[src/rtl/fork_join_pkg.sv]
// Shared types for the fork/join tracker: join semantics, FSM states and the job-ID width helper.
package fork_join_pkg;

  typedef enum logic [1:0] {
    JM_ALL  = 2'b00,
    JM_ANY  = 2'b01,
    JM_NONE = 2'b10
  } join_mode_e;

  typedef enum logic [1:0] {
    IDLE = 2'b00,
    WAIT = 2'b01,
    JOIN = 2'b10
  } state_e;

  function automatic int id_w(input int n);
    return (n > 1) ? $clog2(n) : 1;
  endfunction

endpackage

[src/rtl/fj_lowest_bit_enc.sv]
// Lowest-set-bit priority encoder; combinational, no backpressure.
module fj_lowest_bit_enc #(
  parameter int W  = 4,
  parameter int IW = (W > 1) ? $clog2(W) : 1
) (
  input  logic [W-1:0]  vec,
  output logic [IW-1:0] idx,
  output logic          found
);

  // Scan from the top so the lowest set bit is the last one written.
  always_comb begin
    idx   = '0;
    found = 1'b0;
    for (int i = W - 1; i >= 0; i--) begin
      if (vec[i]) begin
        idx   = IW'(i);
        found = 1'b1;
      end
    end
  end

endmodule

[src/rtl/fork_join_tracker.sv]
// Fork/join tracker with ALL/ANY/NONE joins; the join is registered one edge after its condition and held until join_ready.
// Optional watchdog under JOIN_TIMEOUT_EN; fork_ready is low from accept until the join is consumed.
module fork_join_tracker
  import fork_join_pkg::*;
#(
  parameter int NUM_JOBS    = 4,
  parameter int CNT_W       = 16,
  parameter int TIMEOUT_CYC = 1024
) (
  input  logic                        clk,
  input  logic                        rst,
  input  logic                        fork_valid,
  output logic                        fork_ready,
  input  logic [NUM_JOBS-1:0]         fork_mask,
  input  logic [1:0]                  join_mode,
  input  logic [NUM_JOBS-1:0]         done_valid,
  output logic                        join_valid,
  input  logic                        join_ready,
  output logic [$clog2(NUM_JOBS)-1:0] join_first_id,
  output logic [CNT_W-1:0]            join_cycles,
  output logic                        join_timeout,
  output logic [NUM_JOBS-1:0]         active_mask,
  output logic                        busy
);

  localparam int JW = id_w(NUM_JOBS);

  if (NUM_JOBS < 2 || TIMEOUT_CYC < 1) begin : g_bad_param
    $error("fork_join_tracker: NUM_JOBS must be >= 2 and TIMEOUT_CYC >= 1");
  end

  state_e              state;
  join_mode_e          mode;
  join_mode_e          mode_dec;
  logic [NUM_JOBS-1:0] wait_set;
  logic [CNT_W-1:0]    cnt;
  logic [CNT_W-1:0]    cnt_next;
  logic [NUM_JOBS-1:0] active_next;
  logic [NUM_JOBS-1:0] hit;
  logic [JW-1:0]       hit_id;
  logic                hit_found;
  logic                accept;
  logic                join_cond;

  assign accept    = fork_valid && fork_ready;
  assign mode_dec  = (join_mode == JM_NONE) ? JM_NONE :
                     (join_mode == JM_ANY)  ? JM_ANY  : JM_ALL;
  // A done pulse retires the old instance before a same-edge fork re-arms the bit.
  assign active_next = (active_mask & ~done_valid) | (accept ? fork_mask : '0);
  assign hit         = done_valid & active_mask & wait_set;
  assign cnt_next    = (&cnt) ? cnt : cnt + CNT_W'(1);
  assign join_cond   = (mode == JM_ANY) ? (|hit) : ((wait_set & active_next) == '0);
  assign busy        = (state != IDLE) || (|active_mask);

  fj_lowest_bit_enc #(.W(NUM_JOBS), .IW(JW)) u_enc (
    .vec   (hit),
    .idx   (hit_id),
    .found (hit_found)
  );

`ifdef JOIN_TIMEOUT_EN
  localparam logic [CNT_W:0] TO_LAST = (CNT_W + 1)'(TIMEOUT_CYC - 1);
  logic tmo;
  assign tmo = ({1'b0, cnt} == TO_LAST);
`else
  assign join_timeout = 1'b0;
`endif

  always_ff @(posedge clk) begin
    if (rst) begin
      state         <= IDLE;
      mode          <= JM_ALL;
      wait_set      <= '0;
      cnt           <= '0;
      fork_ready    <= 1'b0;
      join_valid    <= 1'b0;
      join_first_id <= '0;
      join_cycles   <= '0;
      active_mask   <= '0;
`ifdef JOIN_TIMEOUT_EN
      join_timeout  <= 1'b0;
`endif
    end else begin
      active_mask <= active_next;
      case (state)
        IDLE: begin
          fork_ready <= !accept;
          if (accept) begin
            wait_set      <= fork_mask;
            mode          <= mode_dec;
            cnt           <= '0;
            join_cycles   <= '0;
            join_first_id <= '0;
`ifdef JOIN_TIMEOUT_EN
            join_timeout  <= 1'b0;
`endif
            if (mode_dec == JM_NONE || fork_mask == '0) begin
              state      <= JOIN;
              join_valid <= 1'b1;
            end else begin
              state <= WAIT;
            end
          end
        end
        WAIT: begin
          cnt <= cnt_next;
          if (join_cond) begin
            state         <= JOIN;
            join_valid    <= 1'b1;
            join_cycles   <= cnt_next;
            join_first_id <= hit_found ? hit_id : '0;
          end
`ifdef JOIN_TIMEOUT_EN
          else if (tmo) begin
            state         <= JOIN;
            join_valid    <= 1'b1;
            join_cycles   <= cnt_next;
            join_first_id <= '0;
            join_timeout  <= 1'b1;
          end
`endif
        end
        JOIN: begin
          if (join_ready) begin
            state      <= IDLE;
            join_valid <= 1'b0;
            fork_ready <= 1'b1;
          end
        end
        default: begin
          state      <= IDLE;
          join_valid <= 1'b0;
          fork_ready <= 1'b1;
        end
      endcase
    end
  end

endmodule

[config.mk]
export PLATFORM = sky130hd
export DESIGN_NAME = fork_join_tracker
export DESIGN_NICKNAME = d
export VERILOG_FILES = /design/src/rtl/fork_join_pkg.sv /design/src/rtl/fj_lowest_bit_enc.sv /design/src/rtl/fork_join_tracker.sv
export SDC_FILE = /design/constraint.sdc
export NUM_CORES = 1
export LEC_CHECK = 0
export CAP_MARGIN = 40
export CORE_MARGIN = 2
export CORE_UTILIZATION = 45
export CTS_CLUSTER_DIAMETER = 150
export DETAILED_ROUTE_END_ITERATION = 8
export PLACE_DENSITY_LB_ADDON = 0.05
export SETUP_SLACK_MARGIN = 0.4
export SLEW_MARGIN = 40
export SYNTH_ARGS = -nofsm -noshare
export SYNTH_HDL_FRONTEND = slang
export SYNTH_HIERARCHICAL = 1
export SYNTH_SLANG_ARGS = --single-unit
[constraint.sdc]
create_clock -name clk -period 2.3 [get_ports clk]
set_input_delay 0.46 -clock clk [delete_from_list [all_inputs] [get_ports clk]]
set_output_delay 0.46 -clock clk [all_outputs]
set_load 0.03 [all_outputs]
# Word-level counts from Yosys, hierarchy flattened
# Cells that the tools add are included.
op_classes:
  add_sub_neg: 1
  mul: 0
  div_mod_pow: 0
  magnitude_cmp: 0
  n_eq_ne: 10
  shifts: 0
  muxes: 33
  n_bitwise: 7
  n_reduce_logical: 18
ops:
  columns: ["operator", "count"]
  rows:
  - ["$pmux 16 s2", 2]
  - ["$mux 16", 3]
  - ["$mux 2", 12]
  - ["$add 16x1->16 const B", 1]
  - ["$and 4x4->4", 4]
  - ["$reduce_and 16->1", 1]
  - ["$mux 1", 11]
  - ["$logic_not 4->1", 2]
  - ["$ne 2x2->1 const B", 4]
  - ["$reduce_or 4->1", 2]
  - ["$eq 2x1->1 const B", 3]
  - ["$eq 2x2->1 const B", 3]
  - ["$pmux 1 s3", 2]
  - ["$pmux 2 s3", 1]
  - ["$reduce_and 2->1", 3]
  - ["$reduce_and 3->1", 2]
  - ["$mux 4", 1]
  - ["$not 4->4", 1]
  - ["$or 4x4->4", 1]
  - ["$pmux 2 s2", 1]
  - ["$reduce_and 4->1", 1]
  - ["$reduce_bool 2->1", 2]
  - ["$logic_not 2->1", 1]
  - ["$logic_or 1x1->1", 2]
  - ["3 further kinds", 3]
totals:
  reg_bits: 48
  latch_bits: 0
  ram_bits: 0
  mem_bits_ro: 0
  inputBits: 14
  memories: 0

# Logic depth before layout (Yosys ltp)
logic_depth:
  depth_word: 9
  ltp_mapped: 7
  depth_no_buf: 6

# By module
# Netlist, hierarchy kept.
by_module_without_submodules:
  columns: ["mod", "instances", "cells_each", "area_per_inst_um2"]
  rows:
  - ["fork_join_tracker", 1, 296, 2436.1]
  - ["fj_lowest_bit_enc", 1, 7, 35.0]

# Least setup slack after synthesis
# Ideal clock, no wire load.
synth_path:
  path_type: "input to register"
  start: "in fork_mask[0]"
  end: "reg join_valid"
  setup_time_ns: 0.070
  arrival_time_ns: 1.865
  path_slack_ns: 0.365
  cell_stages: 5
  path_buffers: 0
  cell_sequence: "a222oi_1 > nor2_1 > o311a_1 > or4_1 > a21oi_1"
synth_via:
  elab_chain_cells: 7
  word_cells_on_any_way: 10
synth_lines:
  columns: ["item", "line_no", "text"]
  rows:
  - ["start, declared", "fork_join_tracker.sv:14", "input logic [NUM_JOBS-1:0] fork_mask,"]
  - ["$mux 4", "fork_join_tracker.sv:49", "assign active_next = (active_mask & ~done_valid) | (accept ? fork_mask : '0);"]
  - ["$or 4x4->4", "fork_join_tracker.sv:49", null]
  - ["$and 4x4->4", "fork_join_tracker.sv:52", "assign join_cond = (mode == JM_ANY) ? (|hit) : ((wait_set & active_next) == '0);"]
  - ["$logic_not 4->1", "fork_join_tracker.sv:52", null]
  - ["$mux 1", "fork_join_tracker.sv:52", null]
  - ["$ne 2x2->1 (no source line)", null, null]
  - ["$reduce_and 4->1 (no source line) (*)", null, null]
  - ["end signal, assigned", "fork_join_tracker.sv:76", "join_valid <= 1'b0;"]
  - ["end signal, assigned", "fork_join_tracker.sv:99", "join_valid <= 1'b1;"]
  - ["end signal, assigned", "fork_join_tracker.sv:109", "join_valid <= 1'b1;"]
  - ["end, declared", "fork_join_tracker.sv:17", "output logic join_valid,"]
# Every way passes the cells marked *; elsewhere a longest branch is shown, timed or not.
# A chain may end at the register's enable or synchronous reset.

# Worst setup path in the final report
layout_path:
  start: "reg cnt[0]"
  end: "reg cnt[1]"
layout_via:
  elab_chain_cells: 3
  word_cells_on_any_way: 4
layout_lines:
  columns: ["item", "line_no", "text"]
  rows:
  - ["start, declared", "fork_join_tracker.sv:36", "logic [CNT_W-1:0] cnt;"]
  - ["start signal, assigned", "fork_join_tracker.sv:106", "cnt <= cnt_next;"]
  - ["$add 16x1->16 or $reduce_and 16->1 (tied branches)", "fork_join_tracker.sv:51", "assign cnt_next = (&cnt) ? cnt : cnt + CNT_W'(1);"]
  - ["$mux 16 (*)", "fork_join_tracker.sv:51", null]
  - ["$pmux 16 s2 (*)", "fork_join_tracker.sv:85", "case (state)"]
# Marked as above.

==> flow_metrics.tcl <==
set metrics [dict create \
    clock.fmax_ghz 0.523 \
    yosysSeqAreaShare 0.389 \
    grt_max_degree 32 \
    ys_seq_elements 48 \
    layout_common_cells "buf_4, dfxtp_1, a21oi_1" \
    yosys_warnings 6 \
    synthFlopType "dfxtp_1" \
    vias 2524 \
    die_h_um 78.1 \
    maxSlewHeadroom 0.640 \
    antenna-diode-count 0 \
    peakVddDrop_uv 320 \
    setup_viol 0 \
    critical_path_arrival_ns 2.09 \
    dieArea_um2 6100 \
    drt_wl_total_mm 6.79 \
    die_x_um 78.1 \
    grt_pass1_wl_mm 11.0 \
    fin_util 0.665 \
    async_reset_ff_frac 0 \
    cpMaxStageDelayCell "or4_4" \
    cp.required_ns 2.48 \
    grt_setup_unrepaired "true" \
    critical_path_peak_fanout 8 \
    r2r_start "cnt[0]" \
    synth_cells 303 \
    drtAntennaViolNets 0 \
    clk_latency_ns 0.30 \
    n_fill_cell 447 \
    fin_hold_ws_ns 0.471 \
    clkTransAtPathRegs_ns 0.09 \
    grt_use_total 0.224 \
    drt_first_pass_iters 4 \
    start_kind "flip-flop" \
    hold_buffers 0 \
    clock-root-buffer "clkbuf_8" \
    synth-compound-area-share 0.243 \
    hold_viol 0 \
    cts_sinks 48 \
    nets 382 \
    cp-end-kind "flip-flop" \
    drv_slew 0 \
    avgViaCountPerCell 5.76 \
    antenna_found_initial 0 \
    outcome "finished, final reports clean" \
    yosysUniqueCellTypes 53 \
    synth_edf_count 0 \
    cts_buffer_depth 2 \
    powerDensity_nw_per_um2 489 \
    switching_power_mw 0.478 \
    path_class "reg -> reg" \
    row_count 26 \
    min_period_ns 1.91 \
    design_area_um2 3460 \
    io_buffers 38 \
    intPower_mw 1.21 \
    drc 0 \
    hold_class "reg -> reg" \
    area.growth.synth_to_final_pct 40.1 \
    routedWlPerCell_um 15.5 \
    swShare 0.282 \
    crit_path_max_incr_delay_ns 0.63 \
    worst_pin_slew_ns 0.534 \
    path_cells "ha_4 > nand3_4 > or4_4 > mux2_4 > a22oi_2 > nor2_1" \
    synth_nets 318 \
    yosys-top-cells-area "dfxtp_1, a21oi_1, o21ai_0" \
    cts_inserted_buffers 5 \
    coreArea_um2 5200 \
    clock_skew_ns 0.00681 \
    globalplace.congestion 0.848 \
    crit_start "cnt[0]" \
    finalCritPeriodShare 0.831 \
    drtIter0Drc 158 \
    hpwl_mm 4.65 \
    multiInputGateArea_um2 1600 \
    num_io_pins 40 \
    synth.area.mux_share 0.0304 \
    cts_tree "built" \
    leakagePower_nw 1.25 \
    drv_cap 0 \
    gr-total-overflow 0 \
    setup_tns_ns 0 \
    timing.final.ws_setup_ns 0.389 \
    synth_area_um2 2470 \
    seq_area_um2 985 \
    synth_xor_area_frac 0.0177 \
    dp_slack_ns -0.304 \
    synth_top_cell_area_share 0.389 \
    h-tree-depth 2 \
    seqPwrFrac 0.516 \
    layout_commonest_cell "buf_4" \
    drive_above_1_share 0.266 \
    synth_top_area_cell "dfxtp_1" \
    synth_top_family_by_area "simple AND/OR/NAND/NOR gates" \
    initial_core_util 0.475 \
    synth_adder_area_share 0.00506 \
    syn-mean-instance-area_um2 8.16 \
    p_clk_frac 0.309 \
    grt_pass1_vias 2215 \
    hp-start "join_first_id[0]" \
    combPwrFrac 0.175 \
    synth-simple-area-share 0.271 \
    placed_area_um2 3120 \
]
state kept, by name (all words and copies together) (netlist names):
register and flops:
active_mask 4, cnt 16, fork_ready 1, join_cycles 16, join_first_id 2, join_valid 1
mode 2, state 2, wait_set 4
synth_stat cells (7+ instances only):
cell type	count
o21ai_0	20
nand2_1	24
nor4_1	7
a31oi_1	7
nand4_1	10
nor2_1	22
and3_1	8
nand3_1	10
clkbuf_1	14
a21oi_1	31
or4_1	7
or3_1	7
dfxtp_1	48
worst paths after layout:
check | to | slack [ns] | depth (start not counted)
max | cnt[1] | 0.39 | 6
min | join_first_id[0] | 0.47 | 2
max reg2reg | cnt[1] | 0.39 | 6
min reg2reg | join_first_id[0] | 0.47 | 2
area by class of cell:
type,count,area share
clock buffer,8,0.0260
inverter,4,0.00434
tap,70,0.0253
multi-input combinational,230,0.463
sequential,48,0.284
timing repair buffer,78,0.197
per-layer routing:
layer	global-route usage	vias to the layer above	part of all wire
li1	-	1264	-
met1	0.337	1194	0.51
met2	0.326	58	0.44
met3	0.0425	8	0.041
met4	0.0596	0	0.011
met5	0	-	0
critical path, delay by kind of cell (launching register included):
| kind | cells | cell delay [ns] |
|---|---|---|
| AOI/OAI and AO/OA | 1 | 0.11 |
| DFF | 1 | 0.39 |
| adders and majority gates | 1 | 0.17 |
| and+or+nand+nor | 3 | 0.77 |
| muxes | 1 | 0.35 |
metrics by stage:
stage,cells,total power [mW]
6_report,438,1.69
5_1_grt,438,1.76
4_1_cts,436,1.69
3_5_place_dp,426,1.17
3_3_place_gp,426,1.17
2_1_floorplan,303,1.04
cells by family after synthesis:
kind of cell,count (synthesis)
flops,48
mux,7
buf+inv,25
xor+xnor,5
other cells,1
fa+ha+maj,1
simple gates,122
compound gates,94
power groups by stage:
stage	logic, mW	registers [mW]	clock network [mW]
after floorplan	0.144	0.901	0
after global placement	0.277	0.891	0
after detailed placement	0.280	0.891	0
after CTS	0.282	0.873	0.533
after global routing	0.318	0.877	0.569
final	0.295	0.873	0.523
repair_timing:
action | CTS | global route
gates resized for setup | 36 | 42
endpoints found under the hold margin | 0 | 0
setup endpoints to repair | 33 | 30
pin swaps | 11 | 14
buffers inserted | 2 | 2
Note: power is estimated with default switching activity, not from simulation.
